### src/rtl/uart_boot_loader.sv
// UART firmware loader: packs RX bytes little-endian into words, writes them to instruction RAM, then answers ACK/NAK.
// Each full word is issued the cycle after its 4th byte; during a memory stall one byte is buffered and a second is dropped with an error.
module uart_boot_loader #(
  parameter int          ADDR_WIDTH     = 12,
  parameter logic [31:0] BASE_ADDR      = 32'h0000_0000,
  parameter int          TIMEOUT_CYCLES = 500_000,
  parameter logic [7:0]  ACK_BYTE       = 8'h06,
  parameter logic [7:0]  NAK_BYTE       = 8'h15
) (
  input  logic                  aclk,
  input  logic                  aresetn,
  input  logic                  programmer_mode_i,
  input  logic                  rx_received_i,
  input  logic [7:0]            rx_data_i,
  output logic                  tx_start_o,
  output logic [7:0]            tx_data_o,
  input  logic                  tx_sent_i,
  output logic                  mem_we_o,
  output logic [31:0]           mem_addr_o,
  output logic [31:0]           mem_wdata_o,
  output logic [3:0]            mem_wstrb_o,
  input  logic                  mem_ready_i,
  output logic                  core_resetn_o,
  output logic                  busy_o,
  output logic                  done_o,
  output logic                  error_o,
  output logic [ADDR_WIDTH:0]   word_count_o
);
  localparam int                TW       = $clog2(TIMEOUT_CYCLES + 1);
  localparam logic [TW-1:0]     TMO_LAST = TW'(TIMEOUT_CYCLES - 1);
  localparam logic [ADDR_WIDTH:0] CAP    = {1'b1, {ADDR_WIDTH{1'b0}}};

  typedef enum logic [2:0] {IDLE, RECV, WRITE, REPORT, DONE} state_t;

  state_t        state_q;
  logic [1:0]    byte_idx_q;
  logic [31:0]   buf_q, buf_d;
  logic [TW-1:0] tmo_q;
  logic          seen_q, hold_vld_q, final_q;
  logic [7:0]    hold_dat_q;
  logic [2:0]    cnt_d;
  logic          got_byte, err_d;
  logic [3:0]    part_strb;

  // A held byte always lands in lane 0 because it is only merged right after a full word.
  always_comb begin
    buf_d    = buf_q;
    cnt_d    = {1'b0, byte_idx_q};
    got_byte = 1'b0;
    if (hold_vld_q) begin
      buf_d[7:0] = hold_dat_q;
      cnt_d      = 3'd1;
      got_byte   = 1'b1;
    end
    if (rx_received_i) begin
      buf_d[{cnt_d[1:0], 3'b000} +: 8] = rx_data_i;
      cnt_d    = cnt_d + 3'd1;
      got_byte = 1'b1;
    end
    case (byte_idx_q)
      2'd1:    part_strb = 4'b0001;
      2'd2:    part_strb = 4'b0011;
      2'd3:    part_strb = 4'b0111;
      default: part_strb = 4'b0000;
    endcase
    err_d = error_o | ((state_q == WRITE) && rx_received_i && hold_vld_q);
  end

  always_ff @(posedge aclk) begin
    if (!aresetn) begin
      state_q <= IDLE;       byte_idx_q <= 2'd0;   buf_q <= 32'd0;
      tmo_q <= '0;           seen_q <= 1'b0;       final_q <= 1'b0;
      hold_vld_q <= 1'b0;    hold_dat_q <= 8'd0;
      tx_start_o <= 1'b0;    tx_data_o <= 8'd0;
      mem_we_o <= 1'b0;      mem_addr_o <= BASE_ADDR;
      mem_wdata_o <= 32'd0;  mem_wstrb_o <= 4'd0;
      core_resetn_o <= 1'b0; busy_o <= 1'b0;       done_o <= 1'b0;
      error_o <= 1'b0;       word_count_o <= '0;
    end else begin
      case (state_q)
        IDLE: begin
          if (programmer_mode_i) begin
            state_q <= RECV;       byte_idx_q <= 2'd0;  buf_q <= 32'd0;
            tmo_q <= '0;           seen_q <= 1'b0;      hold_vld_q <= 1'b0;
            final_q <= 1'b0;       word_count_o <= '0;  error_o <= 1'b0;
            mem_addr_o <= BASE_ADDR;
            core_resetn_o <= 1'b0; busy_o <= 1'b1;
          end else begin
            core_resetn_o <= ~error_o;
          end
        end
        RECV: begin
          hold_vld_q <= 1'b0;
          if (got_byte) begin
            tmo_q  <= '0;
            seen_q <= 1'b1;
          end else if (seen_q) begin
            tmo_q <= tmo_q + TW'(1);
          end
          if (cnt_d == 3'd4) begin
            byte_idx_q <= 2'd0;
            buf_q      <= 32'd0;
            if (word_count_o == CAP) begin
              error_o <= 1'b1; state_q <= REPORT; tx_start_o <= 1'b1; tx_data_o <= NAK_BYTE;
            end else begin
              state_q <= WRITE; mem_we_o <= 1'b1; mem_wdata_o <= buf_d;
              mem_wstrb_o <= 4'hF; final_q <= 1'b0;
            end
          end else if (got_byte) begin
            byte_idx_q <= cnt_d[1:0];
            buf_q      <= buf_d;
          end else if (!programmer_mode_i || (seen_q && tmo_q == TMO_LAST)) begin
            if (!seen_q) begin
              state_q <= IDLE; busy_o <= 1'b0;
            end else if (byte_idx_q != 2'd0 && word_count_o != CAP) begin
              state_q <= WRITE; mem_we_o <= 1'b1; mem_wdata_o <= buf_q;
              mem_wstrb_o <= part_strb; final_q <= 1'b1;
            end else begin
              // A leftover partial word with no room left is an overflow as well.
              state_q <= REPORT; tx_start_o <= 1'b1;
              error_o <= error_o | (byte_idx_q != 2'd0);
              tx_data_o <= (error_o || byte_idx_q != 2'd0) ? NAK_BYTE : ACK_BYTE;
            end
          end
        end
        WRITE: begin
          if (rx_received_i) begin
            tmo_q  <= '0;
            seen_q <= 1'b1;
            if (hold_vld_q) begin
              error_o <= 1'b1;
            end else begin
              hold_vld_q <= 1'b1;
              hold_dat_q <= rx_data_i;
            end
          end
          if (mem_ready_i) begin
            mem_we_o   <= 1'b0;
            mem_addr_o <= mem_addr_o + 32'd4;
            if (word_count_o != CAP) word_count_o <= word_count_o + (ADDR_WIDTH+1)'(1);
            if (final_q) begin
              state_q <= REPORT; tx_start_o <= 1'b1;
              tx_data_o <= err_d ? NAK_BYTE : ACK_BYTE;
            end else begin
              state_q <= RECV;
            end
          end
        end
        REPORT: begin
          if (tx_sent_i) begin
            tx_start_o <= 1'b0; state_q <= DONE; done_o <= 1'b1;
            busy_o <= 1'b0;     core_resetn_o <= ~error_o;
          end
        end
        DONE: begin
          core_resetn_o <= ~error_o;
          if (!programmer_mode_i) begin
            state_q <= IDLE;
            done_o  <= 1'b0;
          end
        end
        default: state_q <= IDLE;
      endcase
    end
  end
endmodule

### config.mk
export PLATFORM = sky130hd
export DESIGN_NAME = uart_boot_loader
export DESIGN_NICKNAME = d
export VERILOG_FILES = /design/src/rtl/uart_boot_loader.sv
export SDC_FILE = /design/constraint.sdc
export NUM_CORES = 1
export LEC_CHECK = 0
export ABC_AREA = 1
export CAP_MARGIN = 20
export CORE_ASPECT_RATIO = 0.8
export CORE_MARGIN = 2
export CORE_UTILIZATION = 47
export DETAILED_ROUTE_END_ITERATION = 8
export PLACE_DENSITY = 0.81
export SYNTH_ARGS = -nofsm -noshare
export SYNTH_HDL_FRONTEND = slang
export SYNTH_SLANG_ARGS = --single-unit
### constraint.sdc
create_clock -name aclk -period 4.1 [get_ports aclk]
set_input_delay 0.615 -clock aclk [delete_from_list [all_inputs] [get_ports aclk]]
set_output_delay 0.615 -clock aclk [all_outputs]
set_load 0.01 [all_outputs]
# == Word-level counts from Yosys, hierarchy flattened ==
# Cells that the tools add are included.
# op_classes
n_mul,0
shifts,2
magnitude_cmp,0
n_eq_ne,35
addsub,5
n_bitwise,4
div_mod_pow,0
reduce_logical,37
n_mux,108
# ops
operator,n
32-bit two-way mux,11
32-bit case mux with 2 select lines,2
19-bit two-way mux,4
8-bit two-way mux,9
19-bit case mux with 3 select lines,1
1-bit two-way mux,41
13-bit two-way mux,3
32-bit by 3-bit adder with 32-bit output (second input constant),1
32-bit bitwise mux,1
8-bit by 7-bit variable shift with 32-bit output (first input constant),1
8-bit by 7-bit indexed part select with 32-bit output,1
3-bit != test (second input constant),9
2-bit != test (second input constant),13
13-bit case mux with 2 select lines,1
3-bit two-way mux,8
4-bit two-way mux,6
7-bit AND reduction,3
19-bit by 1-bit adder with 19-bit output (second input constant),1
19-bit == test (second input constant),1
1-bit case mux with 3 select lines,6
9-bit AND reduction,2
8-bit case mux with 2 select lines,1
2-bit nonzero test,8
3-bit case mux with 5 select lines,1
other kinds (28),56
# totals
latch_bits,0
regBits,162
word_cells,210
inputBits,14
romBits,0
output_inout_bits,95
ramBits,0
memories,0

# == Logic depth before layout (Yosys ltp) ==
# Gate-level depths: netlist (run 1).
# depth
depth_word,9
depth_mapped,15
depth_no_buf,15

# == Worst setup path before layout (run 1) ==
# No wires, ideal clock.
# synth_timing
kind,register -> register
start,register hold_vld_q
end,register mem_wdata_o[22]
required_ns,3.968
slack_ns,1.803
period_less_slack_ns,2.297
path_stages_with_launch,15
arrival_ns,2.165
path_cell_list,dfxtp_1 clkbuf_1 nor2_1 inv_1 ha_1 inv_1 a21oi_1 nand2_2 nand3_2 nand2_2 nor2_8 nand2_4 buf_2 nand2_1 a21oi_1
# synth_between
elab_chain_len,7
word_cells_on_any_way,19
cone_classes,add/sub (2); eq/ne (3); shift (2); mux (8); reduce/logical (4)
# synth_rtl
element,line,source
start: declaration,39,"logic seen_q, hold_vld_q, final_q;"
start signal: assignment,73,hold_vld_q <= 1'b0; hold_dat_q <= 8'd0;
start signal: assignment,84,tmo_q <= '0; seen_q <= 1'b0; hold_vld_q <= 1'b0;
start signal: assignment,93,hold_vld_q <= 1'b0;
2-bit two-way mux,50,if (hold_vld_q) begin
5-bit negation with 7-bit output,56,"buf_d[{cnt_d[1:0], 3'b000} +: 8] = rx_data_i;"
8-bit by 7-bit indexed part select with 32-bit output or 8-bit by 7-bit variable shift with 32-bit output (tied branches),56,
32-bit bitwise mux,56,
32-bit two-way mux,55,if (rx_received_i) begin
32-bit two-way mux,103,if (word_count_o == CAP) begin
32-bit two-way mux,100,if (cnt_d == 3'd4) begin
end signal: assignment,76,mem_wdata_o <= 32'd0; mem_wstrb_o <= 4'd0;
end signal: assignment,106,state_q <= WRITE; mem_we_o <= 1'b1; mem_wdata_o <= buf_d;
end signal: assignment,116,state_q <= WRITE; mem_we_o <= 1'b1; mem_wdata_o <= buf_q;
end: declaration,20,"output logic [31:0] mem_wdata_o,"
# Parallel ways exist; a longest one is shown, timed or not. The select of a mux whose other input is x is not followed.
# A chain may end at the register's enable or synchronous reset.

# == Worst setup path after layout (run 1) ==
# layout_timing
start,register hold_vld_q
end,register mem_wdata_o[29]
# Same word-level chain as after synthesis.

==> results of run 1 <==
[worst paths after layout]
check / start / to / slack, ns
worst max register to register: hold_vld_q$_SDFFE_PN0P_ / mem_wdata_o[29]$_SDFFE_PN0P_ / 0.80
worst max-delay path: hold_vld_q$_SDFFE_PN0P_ / mem_wdata_o[29]$_SDFFE_PN0P_ / 0.80
worst min register to register: tx_start_o$_SDFFE_PN0P_ / tx_start_o$_SDFFE_PN0P_ / 0.45
worst min-delay path: tx_start_o$_SDFFE_PN0P_ / tx_start_o$_SDFFE_PN0P_ / 0.45
[metrics by stage]
step                      util, %  instance area, µm²  hold WS, ns  power [mW]
after global routing         57.5               10000        0.473        5.71
after global placement       54.1                9400        0.433        3.69
final                        57.5               10000        0.447        5.38
after detailed placement     54.1                9400        0.439        3.73
after floorplan                 -                8360        0.437        3.25
after CTS                    57.5               10000        0.448        5.35
[logic make-up after synthesis]
family | after synthesis | synth area share, %
AO/OA/AOI/OAI | 275 | 16.9
XOR/XNOR | 12 | 1.26
adder cells (fa/ha/maj) | 9 | 1.35
buffers and inverters | 195 | 9.86
flip-flops | 155 | 37.2
other | 1 | 0.0450
AND/OR/NAND/NOR | 639 | 33.4
[critical path, stage by stage, from the launching register on]
cell and delay (ns):
dfxtp_1 0.66, inv_2 0.21, nand2_2 0.35, ha_1 0.24, inv_1 0.07, a21oi_1 0.15, nand2_2 0.34, nand3_2 0.24
nand2_2 0.13, nor2_8 0.15, buf_4 0.35, nand3_1 0.13, a21oi_1 0.17
[placed cells by master (no fill, tap or decap), types with 3 or more instances in the layout]
| master | count |
|---|---|
| nand2_2 | 10 |
| clkbuf_16 | 17 |
| inv_1 | 123 |
| o22ai_1 | 8 |
| clkdlybuf4s50_1 | 102 |
| nand3_1 | 105 |
| nand4_1 | 33 |
| o21ai_1 | 3 |
| nor3_1 | 29 |
| buf_4 | 7 |
| clkbuf_8 | 3 |
| nor2_1 | 121 |
| nand2_1 | 321 |
| nor2_4 | 4 |
| nor2_2 | 3 |
| a21o_1 | 3 |
| nor3_2 | 3 |
| clkinv_2 | 3 |
| conb_1 | 6 |
| inv_2 | 8 |
| xor2_1 | 10 |
| dfxtp_1 | 155 |
| a21oi_1 | 137 |
| o21ai_0 | 117 |
| ha_1 | 9 |
[metal layers]
metal	track usage [%]	up-vias
met1	37.4	4008
met3	6.31	54
met2	37.4	385
li1	-	4354
met5	0	-
met4	9.20	0
[registers in the layout, summed over array words and instances, names as in the netlist]
name	flops
error_o	1
busy_o	1
hold_dat_q	8
mem_wstrb_o	4
tx_data_o	3
final_q	1
mem_addr_o	30
hold_vld_q	1
state_q	3
word_count_o	13
mem_wdata_o	32
done_o	1
seen_q	1
tx_start_o	1
mem_we_o	1
byte_idx_q	2
tmo_q	19
buf_q	32
core_resetn_o	1
[layout make-up]
type	instances	area [µm²]	area share (%)
multi-input combinational	941	4440	44.4
sequential	155	3100	31.0
timing repair buffer	109	1070	10.7
inverter	132	495	4.95
clock buffer	20	467	4.67
tap	225	282	2.81
clock inverter	12	136	1.36
[power by group]
part / internal [mW] / leakage (nW) / switching [mW] / total, mW
Combinational: 0.555 / 2.21 / 1.33 / 1.89
Sequential: 1.72 / 1.26 / 0.155 / 1.87
Clock: 0.951 / 0.295 / 0.673 / 1.62
Total: 3.22 / 3.76 / 2.16 / 5.38
==> impl_metrics.tcl, run 1 <==
set metrics [dict create \
    critPathKind "reg2reg" \
    finalCritPeriodShare_pct 80.5 \
    rsz0062_at_grt "no" \
    wl_met1_mm 11.4 \
    die_area_um2 18800 \
    gp_congestion 0.935 \
    io_pins 109 \
    cts-buffers-inserted 17 \
    wl_mm 24.2 \
    syn_area_per_cell_um2 6.48 \
    fin_crit_ns 3.30 \
    synth.most_common_cell "nand2_1" \
    synth_area_leader_cell "dfxtp_1" \
    root_buffer "clkbuf_16" \
    nNetsFinal 1379 \
    finalSetupViolCount 0 \
    clock_path_buffers 2 \
    grt_overflow_total 0 \
    drt-pass1-iter-count 5 \
    dp_hpwl_mm 17.4 \
    tns_ns 0 \
    cts_hold_buf 0 \
    fmax_mhz 303 \
    fin_cells 1594 \
    ant_nets 0 \
    cts_resized 0 \
    finalMaxSlewViolations 0 \
    synth_area_um2 8340 \
    skew_ns 0.00976 \
    relSlewSlack_pct 31.9 \
    num_vias 8801 \
    grt_pass1_wl_mm 39.4 \
    cts.clk_slew.worst_paths_ns 0.06 \
    port_buffers 102 \
    num_antenna_cells 0 \
    max_cap_viol_count 0 \
    ys_types 39 \
    start_util_pct 48.0 \
    cts_setup_buffers 0 \
    crit_fanout 34 \
    netlist.area_leader.share_pct 37.2 \
    worst_slack_ns 0.800 \
    synth.ff_latch_count 155 \
    rows 43 \
    viasPerCell 5.52 \
    synth-edff-count 0 \
    met3_wirelength_mm 2.13 \
    postSynthCellCount 1286 \
    dp_slack_ns 0.803 \
    synthTopCellsByArea "dfxtp_1 37%, nand2_1 14%, a21oi_1 8.2%" \
    wl_per_cell_um 15.2 \
    status "finished, final reports clean" \
    ys.warnings.count 0 \
    finalHoldViolations 0 \
    clock_latency_ns 0.44 \
    die_h_um 123 \
    worst_ep_required_time_ns 4.46 \
    min_path_type "reg2reg" \
    ys.flop_type "dfxtp_1" \
    grt_max_degree 69 \
    cts_sinks 155 \
    antenna_found_initial 0 \
    ys_top_cells_by_count "321 x nand2_1, 155 x dfxtp_1, 137 x a21oi_1" \
    fillers 1675 \
    htree_levels 4 \
    worstMarginPinSlew_ns 1.02 \
    cp-start-kind "register" \
    cts_tree "built" \
    leakagePower_nw 3.76 \
    track_usage_pct 25.8 \
    crit_arrival_ns 3.66 \
    syn_to_final_growth_pct 19.9 \
    drc 0 \
    yosysSeqAreaShare_pct 37.2 \
    fp.dieW_um 153 \
    dr.max_layer_used "met4" \
    post-place-cells 1562 \
    met2WireLength_mm 10.1 \
    first_iter_violations 836 \
    p_per_area_nw_per_um2 538 \
    cp-end-kind "register" \
    grt_pass1_vias 7957 \
    core-area_um2 17400 \
    async_flop_share_pct 0 \
    drive_gt1_share_pct 5.33 \
    min_path_cells 2 \
    ir_drop_v 0.000358 \
    r2r_cells 12 \
]
(Power assumes the default switching activity.)
==> run 2: changes to the inputs <==
Clock period 4.1 ns to 3.25 ns, I/O delays scaled along.
==> run 2 against run 1 <==
- via count is 1.2% higher
- sequential share of layout area shrank 0.28 points
- core utilization rose by 0.52 points
- critical path depth is the same
- combinational power grew 30%
- largest cell class unchanged
- largest power group unchanged
- highest routed layer unchanged
==> impl_metrics.tcl, run 2 (synthesized netlist as in run 1, its figures left out) <==
set metrics [dict create \
    status "finished, final reports clean" \
    clock_latency_ns 0.43 \
    critPathKind "reg2reg" \
    cp-start-kind "register" \
    internal-power_mw 4.24 \
    crit_arrival_ns 3.12 \
    cp-end-kind "register" \
    first_iter_violations 981 \
    ir_drop_v 0.000369 \
    ant_nets 0 \
    power_frac_clock_pct 30.5 \
    root_buffer "clkbuf_16" \
    grt_overflow_total 0 \
    finalHoldViolations 0 \
    num_vias 8906 \
    r2r_cells 12 \
    finalMaxSlewViolations 0 \
    fin_crit_ns 2.85 \
    grt_pass1_wl_mm 39.6 \
    core-area_um2 17400 \
    htree_levels 4 \
    p_per_area_nw_per_um2 688 \
    tns_ns 0 \
    die_h_um 123 \
    worstMarginPinSlew_ns 0.885 \
    leakagePower_nw 3.81 \
    skew_ns 0.0116 \
    grt_max_degree 65 \
    rows 43 \
    seq_power_share_pct 34.2 \
    antenna_found_initial 0 \
    cts_tree "built" \
    wl_per_cell_um 15.4 \
    rsz0062_at_grt "no" \
    rr_startpoint "hold_vld_q$_SDFFE_PN0P_" \
    drive_gt1_share_pct 5.81 \
    syn_to_final_growth_pct 21.0 \
    reg.largest.list "buf_q x32, mem_wdata_o x32, mem_addr_o x30" \
    layout_common_cells "321 x nand2_1, 155 x dfxtp_1, 137 x a21oi_1" \
    fillers 1595 \
    post-place-cells 1571 \
    finalCritPeriodShare_pct 87.6 \
    track_usage_pct 26.0 \
    port_buffers 102 \
    relSlewSlack_pct 40.8 \
    clock_path_buffers 2 \
    seq_area_um2 3100 \
    viasPerCell 5.56 \
    cts_sinks 155 \
    start_util_pct 48.0 \
    fp.dieW_um 153 \
    drc 0 \
    endpoint "mem_wdata_o[23]$_SDFFE_PN0P_" \
    met2WireLength_mm 10.5 \
    r2r_slack_ns 0.40 \
    cts_resized 0 \
    drt-pass1-iter-count 5 \
    die_area_um2 18800 \
    wl_met1_mm 11.7 \
    finalSetupViolCount 0 \
    final_common_cell "nand2_1" \
    cts-buffers-inserted 17 \
    fin_cells 1603 \
    switchingPower_mw 2.70 \
    grt_pass1_vias 7735 \
    multiInputGateArea_um2 4440 \
    switching_share_pct 38.9 \
    cts_hold_buf 0 \
    fmax_mhz 351 \
    cts_setup_buffers 0 \
    startpoint "hold_vld_q$_SDFFE_PN0P_" \
    dp_hpwl_mm 17.7 \
    combPwrFrac_pct 35.3 \
    r2r_end "mem_wdata_o[23]$_SDFFE_PN0P_" \
    met3_wirelength_mm 2.18 \
    io_pins 109 \
    dr.max_layer_used "met4" \
    gp_congestion 0.941 \
    wl_mm 24.7 \
    nNetsFinal 1388 \
    min_path_type "reg2reg" \
    max_cap_viol_count 0 \
    num_antenna_cells 0 \
    cts.clk_slew.worst_paths_ns 0.06 \
    crit_fanout 36 \
    worst_ep_required_time_ns 3.53 \
]
[run 2: cell count changes in the layout (fill, tap and decap cells not counted), sizes merged]
cell,before,now
buf,7,16
bufinv,2,4
clkbuf,20,21
clkinvlp,2,1
inv,134,132
[run 2: stage by stage]
stage               instance area (µm²)  worst slack [ns]  total power [mW]  hold WS, ns  util, %
floorplan                          8360             0.953              4.10        0.437        -
global placement                   9470             0.578              4.73        0.434     54.5
detailed placement                 9470             0.485              4.78        0.444     54.5
CTS                               10100             0.455              6.91        0.453     58.1
global route                      10100             0.156              7.36        0.488     58.1
finish                            10100             0.403              6.95        0.448     58.1
[run 2: how the worst min path moves through the flow]
stage	from	endpoint	cells past startpoint
after floorplan	tmo_q[18]$_SDFFE_PN0P_	tmo_q[18]$_SDFFE_PN0P_	2
after global placement	tx_start_o$_SDFFE_PN0P_	tx_start_o$_SDFFE_PN0P_	2
after detailed placement	mem_we_o$_SDFFE_PN0P_	mem_we_o$_SDFFE_PN0P_	2
after CTS	mem_we_o$_SDFFE_PN0P_	mem_we_o$_SDFFE_PN0P_	2
after global routing	mem_wdata_o[13]$_SDFFE_PN0P_	mem_wdata_o[13]$_SDFFE_PN0P_	2
final	mem_we_o$_SDFFE_PN0P_	mem_we_o$_SDFFE_PN0P_	2
[run 2: power by group through the flow]
stage               Clock [mW]  Sequential [mW]  Combinational (mW)
finish                    2.12             2.37                2.45
global route              2.22             2.41                2.74
CTS                       2.14             2.37                2.40
detailed placement           0             2.40                2.38
global placement             0             2.39                2.33
floorplan                    0             2.36                1.75
[run 2: area by class of cell]
class                      count  share of cell area (%)
clock buffer                  21                    4.56
clock inverter                11                    1.64
inverter                     132                    4.91
multi-input combinational    941                    44.0
sequential                   155                    30.8
tap                          225                    2.79
timing repair buffer         118                    11.3
[run 2: critical path, stage by stage (launching register included)]
cell and delay (ns):
dfxtp_1 0.65, inv_2 0.22, nand2_2 0.15, ha_1 0.17
inv_1 0.07, a21oi_1 0.16, nand2_2 0.15, nand3_2 0.14
nand2_2 0.12, nor2_8 0.30, nand2_4 0.29, nand2_1 0.18
a21oi_1 0.08
[run 2: routing by layer]
layer / GRT usage [%] / up-vias
met1: 38.4 / 4118
li1: - / 4362
met4: 6.66 / 0
met3: 5.50 / 29
met5: 0 / -
met2: 38.7 / 397
